## src/rtl/axi_lite_pkg.sv

```systemverilog
// Shared AXI4-Lite types and default widths for the master controller.
package axi_lite_pkg;

    localparam int unsigned AXI_ADDR_W = 32;
    localparam int unsigned AXI_DATA_W = 32;

    typedef enum logic [1:0] {
        OKAY   = 2'b00,
        EXOKAY = 2'b01,
        SLVERR = 2'b10,
        DECERR = 2'b11
    } axi_resp_e;

    typedef enum logic [2:0] {
        IDLE,
        WR_REQ,
        WR_RESP,
        RD_REQ,
        RD_DATA,
        DONE
    } mctrl_state_e;

endpackage

```

## src/rtl/axi_lite_master_ctrl.sv

```systemverilog
// Single-outstanding AXI4-Lite master: turns start_write/start_read pulses
// into full AW+W->B or AR->R transactions and reports status via a done pulse.
module axi_lite_master_ctrl
    import axi_lite_pkg::*;
#(
    parameter int unsigned ADDR_WIDTH = AXI_ADDR_W,
    parameter int unsigned DATA_WIDTH = AXI_DATA_W,   // 32 or 64
    parameter int unsigned STRB_WIDTH = DATA_WIDTH / 8
) (
    input  logic                  clk,
    input  logic                  rst,
    // command side
    input  logic                  start_write,
    input  logic                  start_read,
    input  logic [ADDR_WIDTH-1:0] cmd_addr,
    input  logic [DATA_WIDTH-1:0] cmd_wdata,
    input  logic [STRB_WIDTH-1:0] cmd_wstrb,
    output logic                  busy,
    output logic                  done,
    output logic [DATA_WIDTH-1:0] rdata_out,
    output logic [1:0]            resp_out,
    output logic                  cmd_dropped,
    // AXI write address / data / response
    output logic [ADDR_WIDTH-1:0] awaddr,
    output logic [2:0]            awprot,
    output logic                  awvalid,
    input  logic                  awready,
    output logic [DATA_WIDTH-1:0] wdata,
    output logic [STRB_WIDTH-1:0] wstrb,
    output logic                  wvalid,
    input  logic                  wready,
    input  logic [1:0]            bresp,
    input  logic                  bvalid,
    output logic                  bready,
    // AXI read address / data
    output logic [ADDR_WIDTH-1:0] araddr,
    output logic [2:0]            arprot,
    output logic                  arvalid,
    input  logic                  arready,
    input  logic [DATA_WIDTH-1:0] rdata,
    input  logic [1:0]            rresp,
    input  logic                  rvalid,
    output logic                  rready
);

    mctrl_state_e          state_q, state_d;
    logic                  aw_done_q, aw_done_d;
    logic                  w_done_q, w_done_d;
    logic                  awvalid_q, awvalid_d;
    logic                  wvalid_q, wvalid_d;
    logic                  bready_q, bready_d;
    logic                  arvalid_q, arvalid_d;
    logic                  rready_q, rready_d;
    logic                  busy_q, busy_d;
    logic                  done_q, done_d;
    logic                  cmd_dropped_q, cmd_dropped_d;
    logic [ADDR_WIDTH-1:0] addr_q, addr_d;
    logic [DATA_WIDTH-1:0] wdata_q, wdata_d;
    logic [STRB_WIDTH-1:0] wstrb_q, wstrb_d;
    logic [DATA_WIDTH-1:0] rdata_out_q, rdata_out_d;
    axi_resp_e             resp_q, resp_d;

    // Next-state and registered-output computation; every output is a flop,
    // so each valid/ready is set on the transition into the state that owns it.
    always_comb begin
        state_d       = state_q;
        aw_done_d     = aw_done_q;
        w_done_d      = w_done_q;
        awvalid_d     = awvalid_q;
        wvalid_d      = wvalid_q;
        bready_d      = bready_q;
        arvalid_d     = arvalid_q;
        rready_d      = rready_q;
        busy_d        = busy_q;
        done_d        = 1'b0;
        addr_d        = addr_q;
        wdata_d       = wdata_q;
        wstrb_d       = wstrb_q;
        rdata_out_d   = rdata_out_q;
        resp_d        = resp_q;
        cmd_dropped_d = (state_q != IDLE) && (start_write || start_read);

        unique case (state_q)
            IDLE: begin
                if (start_write) begin
                    addr_d        = cmd_addr;
                    wdata_d       = cmd_wdata;
                    wstrb_d       = cmd_wstrb;
                    awvalid_d     = 1'b1;
                    wvalid_d      = 1'b1;
                    aw_done_d     = 1'b0;
                    w_done_d      = 1'b0;
                    busy_d        = 1'b1;
                    cmd_dropped_d = start_read;
                    state_d       = WR_REQ;
                end else if (start_read) begin
                    addr_d    = cmd_addr;
                    arvalid_d = 1'b1;
                    busy_d    = 1'b1;
                    state_d   = RD_REQ;
                end
            end
            WR_REQ: begin
                if (awvalid_q && awready) begin
                    awvalid_d = 1'b0;
                    aw_done_d = 1'b1;
                end
                if (wvalid_q && wready) begin
                    wvalid_d = 1'b0;
                    w_done_d = 1'b1;
                end
                if (aw_done_q && w_done_q) begin
                    bready_d = 1'b1;
                    state_d  = WR_RESP;
                end
            end
            WR_RESP: begin
                if (bvalid && bready_q) begin
                    resp_d   = axi_resp_e'(bresp);
                    bready_d = 1'b0;
                    done_d   = 1'b1;
                    state_d  = DONE;
                end
            end
            RD_REQ: begin
                if (arvalid_q && arready) begin
                    arvalid_d = 1'b0;
                    rready_d  = 1'b1;
                    state_d   = RD_DATA;
                end
            end
            RD_DATA: begin
                if (rvalid && rready_q) begin
                    rdata_out_d = rdata;
                    resp_d      = axi_resp_e'(rresp);
                    rready_d    = 1'b0;
                    done_d      = 1'b1;
                    state_d     = DONE;
                end
            end
            DONE: begin
                busy_d  = 1'b0;
                state_d = IDLE;
            end
            default: state_d = IDLE;
        endcase
    end

    // State and output registers; reset abandons any transaction at once.
    always_ff @(posedge clk or posedge rst) begin
        if (rst) begin
            state_q       <= IDLE;
            aw_done_q     <= 1'b0;
            w_done_q      <= 1'b0;
            awvalid_q     <= 1'b0;
            wvalid_q      <= 1'b0;
            bready_q      <= 1'b0;
            arvalid_q     <= 1'b0;
            rready_q      <= 1'b0;
            busy_q        <= 1'b0;
            done_q        <= 1'b0;
            cmd_dropped_q <= 1'b0;
            addr_q        <= '0;
            wdata_q       <= '0;
            wstrb_q       <= '0;
            rdata_out_q   <= '0;
            resp_q        <= OKAY;
        end else begin
            state_q       <= state_d;
            aw_done_q     <= aw_done_d;
            w_done_q      <= w_done_d;
            awvalid_q     <= awvalid_d;
            wvalid_q      <= wvalid_d;
            bready_q      <= bready_d;
            arvalid_q     <= arvalid_d;
            rready_q      <= rready_d;
            busy_q        <= busy_d;
            done_q        <= done_d;
            cmd_dropped_q <= cmd_dropped_d;
            addr_q        <= addr_d;
            wdata_q       <= wdata_d;
            wstrb_q       <= wstrb_d;
            rdata_out_q   <= rdata_out_d;
            resp_q        <= resp_d;
        end
    end

    assign awaddr      = addr_q;
    assign araddr      = addr_q;
    assign awprot      = 3'b000;
    assign arprot      = 3'b000;
    assign awvalid     = awvalid_q;
    assign wdata       = wdata_q;
    assign wstrb       = wstrb_q;
    assign wvalid      = wvalid_q;
    assign bready      = bready_q;
    assign arvalid     = arvalid_q;
    assign rready      = rready_q;
    assign busy        = busy_q;
    assign done        = done_q;
    assign cmd_dropped = cmd_dropped_q;
    assign rdata_out   = rdata_out_q;
    assign resp_out    = resp_q;

endmodule

```

## config.mk

```make
export PLATFORM = sky130hd
export DESIGN_NAME = axi_lite_master_ctrl
export DESIGN_NICKNAME = d
export VERILOG_FILES = /design/src/rtl/axi_lite_pkg.sv /design/src/rtl/axi_lite_master_ctrl.sv
export SDC_FILE = /design/constraint.sdc
export NUM_CORES = 1
export LEC_CHECK = 0
export ABC_CLOCK_PERIOD_IN_PS = 4100
export BUFFER_PORTS_ARGS = -buffer_cell sky130_fd_sc_hd__buf_2
export CAP_MARGIN = 20
export CORE_UTILIZATION = 40
export CTS_CLUSTER_DIAMETER = 50
export DETAILED_ROUTE_END_ITERATION = 16
export PLACE_DENSITY_LB_ADDON = 0.1
export SYNTH_ARGS = -nofsm -noshare
export SYNTH_HDL_FRONTEND = slang
export SYNTH_SLANG_ARGS = --single-unit
```

## constraint.sdc

```tcl
create_clock -name clk -period 4.1 [get_ports clk]
set_input_delay 0 -clock clk [delete_from_list [all_inputs] [get_ports clk]]
set_output_delay 0 -clock clk [all_outputs]
set_load 0.03 [all_outputs]
```

Yosys cells after proc, flatten, opt, wreduce, memory -nomap -nowiden
Index checks and enable logic that the tools add are counted.
- bits in read-only memories: 0
- output and inout port bits: 148
- word-level logic and storage cells: 98
- bits in latches: 0
- register bits: 115
- bits in writable memories: 0
- input bits: 113
- memories kept: 0
- add/subtract/negate cells: 0
- muxes and demuxes: 39
- bitwise logic cells: 0
- order comparisons: 0
- reduce and logical (&&, ||, !) cells: 28
- equality and inequality tests: 15
- multipliers: 0
- div/mod/pow operators: 0
- shifts and indexed selects: 0
- operators by type and width (cell ; count):
    two-way mux 32 bit ; 2
    two-way mux 1 bit ; 18
    two-way mux 3 bit ; 6
    inequality test 2 bit (second input constant) ; 9
    case mux 1 bit (2 select lines) ; 9
    case mux 3 bit (5 select lines) ; 1
    AND reduction 3 bit ; 5
    nonzero test 2 bit ; 7
    AND reduction 2 bit ; 4
    logical AND 1 bit ; 7
    equality test 3 x 2 -> 1 bit (second input constant) ; 2
    equality test 3 bit (second input constant) ; 2
    AND reduction 5 bit ; 1
    two-way mux 2 bit ; 2
    case mux 2 bit (2 select lines) ; 1
    AND reduction 4 bit ; 1
    equality test 3 x 1 -> 1 bit (second input constant) ; 1
    logical NOT 3 bit ; 1
    inequality test 3 bit (second input constant) ; 1
    nonzero test 3 bit ; 1
    logical OR 1 bit ; 1

Depth between registers and ports, before layout
Gate-level depths: netlist (run 1).
- depth after elaboration: 4
- gate-level depth with buffers: 6
- gate-level depth less buffers: 4

Least setup slack after synthesis (run 1)
No wires, ideal clock.
- kind: register -> register
- from: register state_q[1]
- to: register addr_q[11], in the netlist araddr[11]
- period minus slack after synthesis: 1.694 ns
- setup time: 0.125 ns
- required time: 3.975 ns
- buffers on the path: 2
- data arrival time: 1.569 ns
- stages on the path, launching flop included: 7
- path slack: 2.406 ns
- cells stage by stage: dfrtp_1 buf_6 nor2_2 nand2_1 nor2_4 buf_6 mux2_2
- cells in the longest elaborated chain, start to end: 2
- ends and longest elaborated chain (item ; RTL line ; RTL):
    start, declared ; axi_lite_master_ctrl.sv:46 ; mctrl_state_e state_q, state_d;
    start signal, assigned ; axi_lite_master_ctrl.sv:169 ; state_q <= state_d;
    logical NOT 3 bit ; axi_lite_master_ctrl.sv:83 ; unique case (state_q)
    AND reduction 2 bit (no source line) ; - ;
    end signal, assigned ; axi_lite_master_ctrl.sv:180 ; addr_q <= addr_d;
    end, declared ; axi_lite_master_ctrl.sv:57 ; logic [ADDR_WIDTH-1:0] addr_q, addr_d;
Every way passes these cells.
A chain may end at the register's enable or synchronous reset.

Worst setup path in the final report (run 1)
- from: register state_q[2]
- to: register rdata_out_q[21], in the netlist rdata_out[21]
- cells in the longest elaborated chain, start to end: 2
- ends and longest elaborated chain (item ; RTL line ; RTL):
    equality test 3 bit ; axi_lite_master_ctrl.sv:83 ;
    AND reduction 2 bit (no source line) ; - ;
    end signal, assigned ; axi_lite_master_ctrl.sv:183 ; rdata_out_q <= rdata_out_d;
    end, declared ; axi_lite_master_ctrl.sv:60 ; logic [DATA_WIDTH-1:0] rdata_out_q, rdata_out_d;
Every way passes these cells.

==> reports/metrics.sh, run 1 <==
WHS_NS=0.1211
POSTSYNTHREGISTERBITS=115
MAX_SLEW.WORST_PIN.SLEW_NS=0.9007
FLOW.AREA_GROWTH_FROM_SYNTHESIS_PCT=56.91
NUMBER_OF_POST_CTS_SETUP_REPAIR_BUFFERS=0
SYNTHESIS.INSTANCES=331
HPWLAFTERDP_UM=7904
HOLD_BUFFERS=113
TIMING.FINAL.HOLD_VIOLATIONS=0
CP-END-KIND='flop'
NUMBER_OF_H_TREE_LEVELS=4
CRIT_PATH_MAX_FANOUT=20
ROUTE.DETAILED.WL_PER_INST_UM=15.04
SEQ_AREA_FRAC_SYNTH=0.5982
DETAIL_ROUTE.VIAS_PER_CELL=4.588
REQUIRED_NS=4.38
TIMING.FINAL.CRIT_SHARE=0.5862
FMAXACHIEVABLE_MHz=416.1
POSTCTSRESIZEDCELLS=0
LAYOUT.CORE_UTILIZATION=0.6527
DPL-INSTANCE-AREA_SQ_MM=0.005903
CELLLEAKAGEPOWER_uW=0.004097
NUMCLOCKSINKS=115
GLOBAL_ROUTE_OVERFLOW=0
GRT_MAX_DEGREE=84
TIMING.SETUP.CRITICAL_PATH_CLASS='reg2reg'
CLOCK_INSERTION_DELAY_WORST_SKEW_NS=0.40
GPL.FINAL_WEIGHTED_CONGESTION=0.7702
CLOCK_TREE.ROOT_CELL='clkbuf_16'
CTS_TREE='yes'
ROWS=39
MAXSLEWVIOLCOUNT=0
FINALCLOCKSKEW_NS=0.006507
FP.DIEH_UM=111.7
DIEAREA_SQ_MM=0.01247
PIN_COUNT=261
ANTENNA_VIOLATIONS_BEFORE_REPAIR=0
RSZ0062_AT_GRT='false'
FLOORPLAN.DIE.WIDTH_UM=111.7
POWER_DENSITY_OF_THE_PLACED_CELLS_mW_PER_MM2=364.3
FLOORPLAN_CORE_AREA_SQ_MM=0.01156
NETLIST_AREA_SQ_MM=0.004811
START_UTIL=0.4160
CRIT_PATH_START_KIND='flop'
FINAL_NET_COUNT=786
SHARE_OF_POST_ROUTE_CELLS_WITH_DRIVE_STRENGTH_ABOVE_1=0.5758
CTS_BUFFERS=17
DRT_PASS1_ITERATIONS=10
AVGSYNTHCELLAREA_SQ_UM=14.53
FINALWIRELENGTH_UM=12360
WORSTPATHARRIVAL_NS=2.69
ASYNC_RESET_FF_FRAC=1.000
OUTCOME='finished, violations left'
YS.WARNINGS.COUNT=0
YS_TYPES=33
SYNTH_ENABLE_FLOP_CELLS=0
SYNTH_TOP_FLOP_CELL='dfrtp_1'
ANTENNA_VIOLATING_NETS_POST_ROUTE=0
SLEW-LIMIT-HEADROOM=0.3996
VIAS=3771
GROUTE.USAGE.OVERALL=0.2064
ANTENNA_DIODE_COUNT=0
POST-ROUTE-CELL-AREA_SQ_MM=0.007548
PORTBUFFERS=254
SETUP_VIOL_COUNT_FINAL=0
MAX-CAP-VIOLATIONS=0
CLK_PIN_SLEW_WORST_PATHS_NS=0.05
DETAIL_ROUTE.ITER0.VIOLATIONS=106
VDD_DROP_MAX_mV=0.2231
POST-ROUTE-DRC-COUNT=20
CTS_BUFFER_DEPTH=2
FINAL.SETUP.TNS_NS=0
HOLD_CLASS='in2async'
FINAL_PERIOD_MINUS_WORST_SETUP_SLACK_NS=2.403
GLOBAL_ROUTE_WIRE_LENGTH_BEFORE_REPAIR_UM=19720
NUMBER_OF_GLOBAL_ROUTE_VIAS_BEFORE_REPAIR=3922
FAILED_CHECKS='design-rule violations'
through the flow:
step                      std cells  worst slack, ns  total power, uW
after floorplan                 336            1.056             1359
after global placement          683            1.767             1431
after detailed placement        683            1.705             1435
after CTS                       821            1.670             2777
after global routing            822            1.505             2861
final                           822            1.697             2750
metal layers:
metal  global-route usage  vias up  wire [um]
met5                    0        -          0
met3              0.05770       21        789
met4               0.1000        0        281
li1                     -     1785          -
met1               0.2244     1807       4736
met2               0.3694      158       6558
cell usage after synthesis, types with 4 or more instances:
cell type	n	area share
dfrtp_1	115	0.60
mux2_2	102	0.24
buf_4	42	0.066
nand2_1	11	0.0086
nor2_1	8	0.0062
a21oi_1	6	0.0062
buf_6	5	0.012
o21ai_0	5	0.0052
buf_2	4	0.0042
inv_1	4	0.0031
report_power, final:
| part | internal, uW | switching [uW] |
|---|---|---|
| clock network | 791 | 453 |
| registers | 1160 | 16.1 |
| logic | 156 | 173 |
worst max-delay path: stages, from the launching register on:
cell and delay [ns]:
dfrtp_1 0.55, nor3b_4 0.35, and3_1 0.60, buf_4 0.38, mux2_2 0.38
logic make-up after synthesis:
family | Yosys count | synth area share
muxes | 106 | 0.2497
and+or+nand+nor | 30 | 0.03459
DFF | 115 | 0.5982
other | 1 | 0.0007795
buffers and inverters | 57 | 0.08608
xor gates and xnor gates | 1 | 0.001821
AOI/OAI and AO/OA | 21 | 0.02887
worst paths after layout:
kind	from	endpoint	slack [ns]	depth (start not counted)
max	state_q[2]$_DFFE_PP0P_	rdata_out[21]$_DFFE_PP0P_	1.70	4
min	rst	araddr[24]$_DFFE_PP0P_	0.12	3
max reg2reg	state_q[2]$_DFFE_PP0P_	rdata_out[21]$_DFFE_PP0P_	1.70	4
min reg2reg	wdata[22]$_DFFE_PP0P_	wdata[22]$_DFFE_PP0P_	0.50	1
max in group asynchronous	rst	arvalid$_DFFE_PP0P_	2.89	5
min in group clk	cmd_addr[10]	araddr[10]$_DFFE_PP0P_	0.36	3
sequential cells by signal, summed over array words and instances (netlist names):
signal       flops
araddr          32
rdata_out       32
wdata           32
wstrb            4
state_q          3
resp_out         2
arvalid          1
aw_done_q        1
awvalid          1
bready           1
busy             1
cmd_dropped      1
done             1
rready           1
w_done_q         1
wvalid           1
layout by cell type (no fill, tap or decap), types with 2 or more instances in the layout:
cell and n:
mux2_2 102, conb_1 6, dfrtp_1 115, a21oi_1 6, clkbuf_8 3, mux2_4 2, dlygate4sd3_1 113, nor2_1 8
o21ai_0 5, mux2_1 2, a32o_1 2, a31oi_1 2, clkbuf_1 4, buf_2 254, buf_4 2, nand2_1 11
clkbuf_16 17, nor3_1 2, inv_1 3, and3_1 2
area by class of cell:
| cell class | count | area, sq um |
|---|---|---|
| Sequential cell | 115 | 2878 |
| Clock buffer | 24 | 481.7 |
| Inverter | 5 | 21.27 |
| Clock inverter | 1 | 5.005 |
| Multi-Input combinational cell | 164 | 1539 |
| Fill cell | 891 | 4016 |
| Tap cell | 143 | 178.9 |
| Timing Repair Buffer | 370 | 2445 |
No activity file was read; power rests on OpenSTA's default activity.
==> run 2, diff against run 1 <==
- ABC_AREA: default -> 1
- ABC_CLOCK_PERIOD_IN_PS: 4100 -> 2100
- clock period: 4.1 -> 2.1 ns (I/O delays scaled with it)
==> run 2 against run 1 <==
  * The flow now finishes without violations
  * Synthesized area is 3.0% higher
  * Worst hold slack worse by 0.075 ns
  * Die area is 3.0% higher
  * First-iteration DRC count grew 130%
  * Flip-flop and latch count stayed put
  * Clock power rose by 120%
  * Fmax rose by 42%
  * Core utilization fell by 1.1 points
  * Wire length grew 12%
  * Final area rose by 2.5%
  * Cell count is 31% higher
  * Worst setup slack lost 1.3 ns
==> reports/metrics.sh, run 2 <==
OUTCOME='complete, no violations'  # was finished, violations left
HOLD_CLASS='in2reg'  # was in2async
SYNTH_TOP_CELL_AREA_SHARE=0.5805  # was 0.5982
CP.BUFFERS_INVERTERS=1  # unchanged
FINALCLOCKSKEW_NS=0.004047  # was 0.006507 ns
NUMBER_OF_H_TREE_LEVELS=4  # unchanged
R2R_START='state_q[1]$_DFFE_PP0P_'  # was state_q[2]$_DFFE_PP0P_
TIMING.CRITICAL_PATH.CELLS='nor2_4 -> nand2_4 -> nand2_1 -> nand2_1 -> dlygate4sd3_1 -> nand2_1 -> o21ai_1'  # was nor3b_4 -> and3_1 -> buf_4 -> mux2_2
ANTENNA_VIOLATING_NETS_POST_ROUTE=0  # unchanged
GRT_UTIL_MET1=0.2551  # was 0.2244
SYNTH_MOST_COMMON_CELL='nand2_1'  # was dfrtp_1
LAYOUT.CELLS.MOST_COMMON_LIST='nand2_1 (294), buf_2 (254), dfrtp_1 (115)'  # was buf_2 (254), dfrtp_1 (115), dlygate4sd3_1 (113)
CLOCK_TREE.ROOT_CELL='clkbuf_16'  # unchanged
FINALWIRELENGTH_UM=13880  # was 12360 um
WORST_PATH_MAX_DELAY_CELL='dlygate4sd3_1'  # was and3_1
RSZ0062_AT_GRT='false'  # unchanged
MAXSLEWVIOLCOUNT=0  # unchanged
POSTSYNTHREGISTERBITS=115  # unchanged
CELLLEAKAGEPOWER_uW=0.004657  # was 0.004097 uW
NUMBER_OF_GLOBAL_ROUTE_VIAS_BEFORE_REPAIR=4782  # was 3922
ASYNC_RESET_FF_FRAC=1.000  # unchanged
ANTENNA_DIODE_COUNT=0  # unchanged
NETLIST_AREA_SQ_MM=0.004957  # was 0.004811 sq mm
LEADING_CELL_TYPES_BY_TOTAL_AREA_AFTER_SYNTHESIS='dfrtp_1 (58%), nand2_1 (22%), buf_4 (7.0%)'  # was dfrtp_1 (60%), mux2_2 (24%), buf_4 (6.6%)
SYNTH_TOP_FLOP_CELL='dfrtp_1'  # unchanged
BUSIEST_LAYER='met2'  # unchanged
AVGSYNTHCELLAREA_SQ_UM=8.774  # was 14.53 sq um
CTS_BUFFER_DEPTH=2  # unchanged
PORTBUFFERS=254  # unchanged
WORSTPATHARRIVAL_NS=1.98  # was 2.69 ns
CLOCK_INSERTION_DELAY_WORST_SKEW_NS=0.41  # was 0.40 ns
MAX_SLEW.WORST_PIN.SLEW_NS=0.6944  # was 0.9007 ns
SHARE_OF_POST_ROUTE_CELLS_WITH_DRIVE_STRENGTH_ABOVE_1=0.3293  # was 0.5758
SYNTH_ENABLE_FLOP_CELLS=0  # unchanged
FMAXACHIEVABLE_MHz=592.5  # was 416.1 MHz
DP.CELLS=938  # was 683
CP-END-KIND='flop'  # unchanged
GRTUSAGEMET3=0.05892  # was 0.05770
DIEAREA_SQ_MM=0.01284  # was 0.01247 sq mm
FF2FF_PATH_DEPTH=7  # was 4
FLOORPLAN.DIE.WIDTH_UM=113.3  # was 111.7 um
FLOORPLAN_CORE_AREA_SQ_MM=0.01206  # was 0.01156 sq mm
TIMING.FINAL.HOLD_VIOLATIONS=0  # unchanged
GLOBAL_ROUTE_WIRE_LENGTH_BEFORE_REPAIR_UM=22230  # was 19720 um
YS_TYPES=23  # was 33
TIMING.CRITICAL_PATH.MODE_CELL='nand2_1'
GROUTE.USAGE.OVERALL=0.2218  # was 0.2064
TIMING.FINAL.CRIT_SHARE=0.8037  # was 0.5862
HOLDPATHSTAGES=4
GPL.FINAL_WEIGHTED_CONGESTION=0.7571  # was 0.7702
SEQ_AREA_FRAC_SYNTH=0.5805  # was 0.5982
ROUTE.DETAILED.WL_PER_INST_UM=12.86  # was 15.04 um
CTS_BUFFERS=17  # unchanged
WORST_HOLD_PATH.ENDPOINT='state_q[2]$_DFFE_PP0P_'
WORST_FLOP_TO_FLOP_PATH_ENDPOINT='resp_out[0]$_DFFE_PP0P_'  # was rdata_out[21]$_DFFE_PP0P_
FINAL_NET_COUNT=1013  # was 786
ROWS=40  # was 39
FINAL.SETUP.TNS_NS=0  # unchanged
POST-ROUTE-DRC-COUNT=0  # was 20
TIMING.SETUP.CRITICAL_PATH_CLASS='reg2reg'  # unchanged
MOSTFREQUENTLAYOUTCELL='nand2_1'  # was buf_2
GLOBALROUTEMET2UTIL=0.3763  # was 0.3694
NUMBER_OF_POST_CTS_SETUP_REPAIR_BUFFERS=0  # unchanged
CLK_PIN_SLEW_WORST_PATHS_NS=0.05  # about the same
VIAS=4853  # was 3771
REQUIRED_NS=2.39  # was 4.38 ns
DETAIL_ROUTE.ITER0.VIOLATIONS=248  # was 106
YOSYS.AREA.TOP_TYPE='dfrtp_1'  # unchanged
SETUP.REG_TO_REG.WORST_SLACK_NS=0.41  # was 1.70 ns
CRITPATHTOPFAMILY='buffers and inverters'  # was simple AND/OR/NAND/NOR gates
GRT_MAX_DEGREE=58  # was 84
CRIT_PATH_START_KIND='flop'  # unchanged
GLOBAL_ROUTE_OVERFLOW=0  # unchanged
PIN_COUNT=261  # unchanged
LAYOUTNONFILLERINSTCOUNT=1079  # was 822
VDD_DROP_MAX_mV=0.4390  # was 0.2231 mV
POWER_DENSITY_OF_THE_PLACED_CELLS_mW_PER_MM2=710.8  # was 364.3 mW/mm^2
MIN_FROM='rvalid'
FP.DIEH_UM=113.3  # was 111.7 um
SLEW-LIMIT-HEADROOM=0.5361  # was 0.3996
DRT_PASS1_ITERATIONS=4  # was 10
FLOW.AREA_GROWTH_FROM_SYNTHESIS_PCT=56.11  # was 56.91%
MAX-CAP-VIOLATIONS=0  # unchanged
SYNTH_COMMONEST_CELLS='nand2_1 (294), dfrtp_1 (115), buf_4 (46), nand3_1 (45), inv_1 (14)'  # was dfrtp_1 (115), mux2_2 (102), buf_4 (42), nand2_1 (11), nor2_1 (8)
SYNTHESIS.INSTANCES=565  # was 331
FINAL_PERIOD_MINUS_WORST_SETUP_SLACK_NS=1.688  # was 2.403 ns
NUMCLOCKSINKS=115  # unchanged
CPPEAKSTAGEDELAY_NS=0.55  # was 0.60 ns
ANTENNA_VIOLATIONS_BEFORE_REPAIR=0  # unchanged
CTS_TREE='yes'  # unchanged
DETAIL_ROUTE.VIAS_PER_CELL=4.498  # was 4.588
START_UTIL=0.4110  # was 0.4160
YS.WARNINGS.COUNT=0  # unchanged
CRIT_PATH_MAX_FANOUT=6  # was 20
STARTPOINT='state_q[1]$_DFFE_PP0P_'  # was state_q[2]$_DFFE_PP0P_
SETUP_VIOL_COUNT_FINAL=0  # unchanged
HPWLAFTERDP_UM=8766  # was 7904 um
[run 2: cell count changes after synthesis, moves of 4 or more]
cell     delta
buf_4       +4
inv_1      +10
mux2_2    -102
nand2_1   +283
nand3_1    +44
[run 2: cell type report]
cell class	count	area, sq um
inverter	19	82.58
fill	1023	4323
clock buffer	25	505.5
multi-input combinational	375	1565
timing repair buffer	372	2447
tap	168	210.2
sequential	115	2878
clock inverter	5	50.05
[run 2: worst min-delay path: stages]
cell	delay, ns
buf_2	0.08
nand2_1	0.13
nand3_1	0.14
nand2_1	0.06
[run 2: how the worst max path moves through the flow]
| stage | endpoint | cells past startpoint | slack (ns) |
|---|---|---|---|
| 2_1_floorplan | araddr[0]$_DFFE_PP0P_ | 1 | 0.70 |
| 3_3_place_gp | araddr[23]$_DFFE_PP0P_ | 6 | 0.53 |
| 3_5_place_dp | wdata[0]$_DFFE_PP0P_ | 6 | 0.48 |
| 4_1_cts | resp_out[0]$_DFFE_PP0P_ | 7 | 0.41 |
| 5_1_grt | resp_out[0]$_DFFE_PP0P_ | 7 | 0.26 |
| 6_report | resp_out[0]$_DFFE_PP0P_ | 7 | 0.41 |
[run 2: logic make-up after synthesis]
logic type             Yosys count  synth area share
AOI/OAI and AO/OA               17           0.02171
buffers and inverters           80            0.1075
DFF                            115            0.5805
other                            1         0.0007565
and+or+nand+nor                352            0.2895
[run 2: through the flow]
| stage | total power [uW] | setup slack [ns] | hold slack, ns | utilization | instance area (sq um) |
|---|---|---|---|---|---|
| floorplan | 2500 | 0.7006 | 0.1166 | - | 4980 |
| global placement | 2672 | 0.5343 | 0.1415 | 0.5034 | 6072 |
| detailed placement | 2676 | 0.4751 | 0.1388 | 0.5034 | 6072 |
| finish | 5501 | 0.4123 | 0.04641 | 0.6416 | 7739 |
| CTS | 5575 | 0.4059 | 0.03680 | 0.6416 | 7739 |
| global route | 5711 | 0.2640 | 0.07537 | 0.6416 | 7739 |
[run 2: timing repair]
action                    in CTS  in global routing
resized for setup              0                  0
hold buffers                 111                  0
hold endpoints to repair     139                  0
[run 2: report_power, final]
group          internal (uW)  switching, uW  leakage (uW)
Sequential              2260           23.3       0.00152
Clock                   1760            939      0.000279
Combinational            259            258       0.00286
Total                   4280           1220       0.00466
[run 2: per-layer routing]
layer,part of all wire,vias up
met3,0.059,45
met1,0.41,2227
met5,0,-
met2,0.50,211
li1,-,2370
met4,0.037,0
==> run 3, diff against run 2 <==
- ABC_CLOCK_PERIOD_IN_PS: 2100 -> 1400
- clock period: 2.1 -> 1.4 ns (I/O delays scaled with it)
==> run 3 against run 2 <==
  * Sequential share of layout area fell by 0.67 points
  * Worst hold slack improved by 0.030 ns
  * Core utilization rose by 1.2 points
  * Fmax rose by 26%
  * Total power rose by 54%
  * Critical path depth fell by 2
  * Critical endpoint is now aw_done_q$_DFFE_PP0P_
  * Clock power rose by 58%
  * Final area rose by 1.8%
  * Clock skew rose by 0.0017 ns
==> reports/metrics.sh, run 3 (synthesized netlist as in run 2, its figures left out) <==
POWER.SWITCHING_uW=1874  # was 1221 uW
HOLD_CLASS='in2reg'  # unchanged
GLOBAL_ROUTE_OVERFLOW=0  # unchanged
NUMBER_OF_GLOBAL_ROUTE_VIAS_BEFORE_REPAIR=4735  # was 4782
LAYOUT.CORE_UTILIZATION=0.6533  # was 0.6416
DRT_PASS1_ITERATIONS=6  # was 4
CTS_BUFFER_DEPTH=2  # unchanged
VDD_DROP_MAX_mV=0.7030  # was 0.4390 mV
TIMING.SETUP.CRITICAL_PATH_CLASS='reg2reg'  # unchanged
SETUP.REG_TO_REG.WORST_SLACK_NS=0.06  # was 0.41 ns
FINALCLOCKSKEW_NS=0.005741  # was 0.004047 ns
NUMCLOCKSINKS=115  # unchanged
VIAS=4847  # was 4853
PORTBUFFERS=254  # unchanged
RSZ0062_AT_GRT='true'  # was false
POST-ROUTE-DRC-COUNT=0  # unchanged
DETAIL_ROUTE.VIAS_PER_CELL=4.455  # was 4.498
HPWLAFTERDP_UM=8663  # was 8766 um
CTS_TREE='yes'  # unchanged
DIEAREA_SQ_MM=0.01284  # unchanged
SETUP_VIOL_COUNT_FINAL=0  # unchanged
GROUTE.USAGE.OVERALL=0.2237  # was 0.2218
START_UTIL=0.4110  # unchanged
ANTENNA_DIODE_COUNT=0  # unchanged
P_SW_FRAC=0.2214  # was 0.2219
CLOCK_TREE.ROOT_CELL='clkbuf_16'  # unchanged
ROWS=40  # unchanged
DETAIL_ROUTE.ITER0.VIOLATIONS=206  # was 248
INTERNAL-POWER_uW=6592  # was 4280 uW
TIMING.FINAL.CRIT_SHARE=0.9550  # was 0.8037
FLOW.AREA_GROWTH_FROM_SYNTHESIS_PCT=58.96  # was 56.11%
CRIT_PATH_MAX_FANOUT=20  # was 6
ANTENNA_VIOLATIONS_BEFORE_REPAIR=1  # was 0
WORSTPATHARRIVAL_NS=1.61  # was 1.98 ns
ANTENNA_VIOLATING_NETS_POST_ROUTE=0  # unchanged
NUMBER_OF_POST_CTS_SETUP_REPAIR_BUFFERS=0  # unchanged
WORST_PATH_MAX_DELAY_CELL='dfrtp_1'  # was dlygate4sd3_1
POWER.SEQUENTIAL.FRACTION=0.404  # was 0.415
FP.DIEH_UM=113.3  # unchanged
WHS_NS=0.07600  # was 0.04641 ns
GPL.FINAL_WEIGHTED_CONGESTION=0.8574  # was 0.7571
POWER.SHARE.COMBINATIONAL=0.091  # was 0.094
CLOCK_INSERTION_DELAY_WORST_SKEW_NS=0.40  # was 0.41 ns
SHARE_OF_POST_ROUTE_CELLS_WITH_DRIVE_STRENGTH_ABOVE_1=0.3380  # was 0.3293
MAXSLEWVIOLCOUNT=0  # unchanged
CELLLEAKAGEPOWER_uW=0.004727  # was 0.004657 uW
CP-END-KIND='flop'  # unchanged
CTS_BUFFERS=17  # unchanged
PIN_COUNT=261  # unchanged
FLOORPLAN_CORE_AREA_SQ_MM=0.01206  # unchanged
FINAL.SETUP.TNS_NS=0  # unchanged
TIMING.FINAL.HOLD_VIOLATIONS=0  # unchanged
FINAL_PERIOD_MINUS_WORST_SETUP_SLACK_NS=1.337  # was 1.688 ns
MAX-CAP-VIOLATIONS=0  # unchanged
POWER_DENSITY_OF_THE_PLACED_CELLS_mW_PER_MM2=1074  # was 710.8 mW/mm^2
GRT_MAX_DEGREE=90  # was 58
FILLERS=994  # was 1023
CLK_PIN_SLEW_WORST_PATHS_NS=0.05  # about the same
OUTCOME='complete, no violations'  # unchanged
MOSTFREQUENTLAYOUTCELL='nand2_1'  # unchanged
CPPEAKSTAGEDELAY_NS=0.43  # was 0.55 ns
GLOBAL_ROUTE_WIRE_LENGTH_BEFORE_REPAIR_UM=22450  # was 22230 um
FINALWIRELENGTH_UM=14020  # was 13880 um
FMAXACHIEVABLE_MHz=747.9  # was 592.5 MHz
NUMBER_OF_H_TREE_LEVELS=4  # unchanged
ROUTE.DETAILED.WL_PER_INST_UM=12.89  # was 12.86 um
TIMING.CRITICAL_PATH.CELLS='nor2_4 -> nand2_4 -> nor2_8 -> buf_12 -> o21ai_0'  # was nor2_4 -> nand2_4 -> nand2_1 -> nand2_1 -> dlygate4sd3_1 -> nand2_1 -> o21ai_1
REQUIRED_NS=1.68  # was 2.39 ns
LAYOUT.CELLS.MOST_COMMON_LIST='nand2_1 (293), buf_2 (254), dfrtp_1 (115)'  # was nand2_1 (294), buf_2 (254), dfrtp_1 (115)
FINAL_NET_COUNT=1020  # was 1013
CLOCKPOWERSHARE=0.504  # was 0.491
FLOORPLAN.DIE.WIDTH_UM=113.3  # unchanged
CRIT_PATH_START_KIND='flop'  # unchanged
run 3: changes by cell type in the layout (fill, tap and decap cells not counted), sizes merged:
| cell | delta |
|---|---|
| buf | +6 |
| bufinv | +2 |
| clkbuf | -4 |
| clkinv | +4 |
| clkinvlp | +1 |
run 3: repair_timing:
| item | in CTS | in global routing |
|---|---|---|
| endpoints found under the setup margin | 0 | 38 |
| hold endpoints to repair | 226 | 0 |
| gates resized for setup | 0 | 6 |
| hold buffers | 111 | 0 |
run 3: metrics by stage:
stage	total power [uW]	cells	area, sq um	setup WS (ns)
floorplan	3751	570	4980	0.0005865
global placement	4006	944	6142	0.07227
detailed placement	4013	944	6142	0.02649
CTS	8585	1087	7838	0.01389
global route	8801	1088	7880	-0.02662
finish	8466	1088	7880	0.06294
run 3: final timing paths:
check	start	to	depth (start not counted)
worst max-delay path	state_q[0]$_DFFE_PP0P_	aw_done_q$_DFFE_PP0P_	5
worst min-delay path	rvalid	state_q[2]$_DFFE_PP0P_	4
worst max register to register	state_q[0]$_DFFE_PP0P_	aw_done_q$_DFFE_PP0P_	5
worst min register to register	wdata[17]$_DFFE_PP0P_	wdata[17]$_DFFE_PP0P_	2
max in group asynchronous	rst	wdata[24]$_DFFE_PP0P_	4
min in group asynchronous	rst	rdata_out[24]$_DFFE_PP0P_	4
run 3: power by group through the flow:
stage | Sequential, uW | Clock, uW | Combinational (uW)
after floorplan | 3600 | 0 | 153
after global placement | 3480 | 0 | 530
after detailed placement | 3480 | 0 | 535
after CTS | 3420 | 4390 | 775
after global routing | 3430 | 4530 | 839
final | 3420 | 4270 | 774
run 3: metal layers:
| metal | vias to the layer above | wire (um) | GRT usage |
|---|---|---|---|
| met1 | 2256 | 5738 | 0.2549 |
| met4 | 2 | 353 | 0.1105 |
| met3 | 29 | 831 | 0.06106 |
| met2 | 179 | 7087 | 0.3873 |
| li1 | 2381 | - | - |
| met5 | - | 10 | 0 |
run 3: layout make-up:
class                           count  area [sq um]  share of cell area
Clock buffer                       20         446.7             0.05668
Sequential cell                   115          2878              0.3652
Clock inverter                     12         137.6             0.01747
Tap cell                          168         210.2             0.02668
Multi-Input combinational cell    375          1568              0.1990
Inverter                           19         90.09             0.01143
Timing Repair Buffer              379          2550              0.3236
run 3: worst max-delay path, delay by kind of cell (launching register included):
| family | cells | cell delay (ns) |
|---|---|---|
| simple gates | 3 | 0.49 |
| flops | 1 | 0.43 |
| buf+inv | 1 | 0.18 |
| compound gates | 1 | 0.09 |
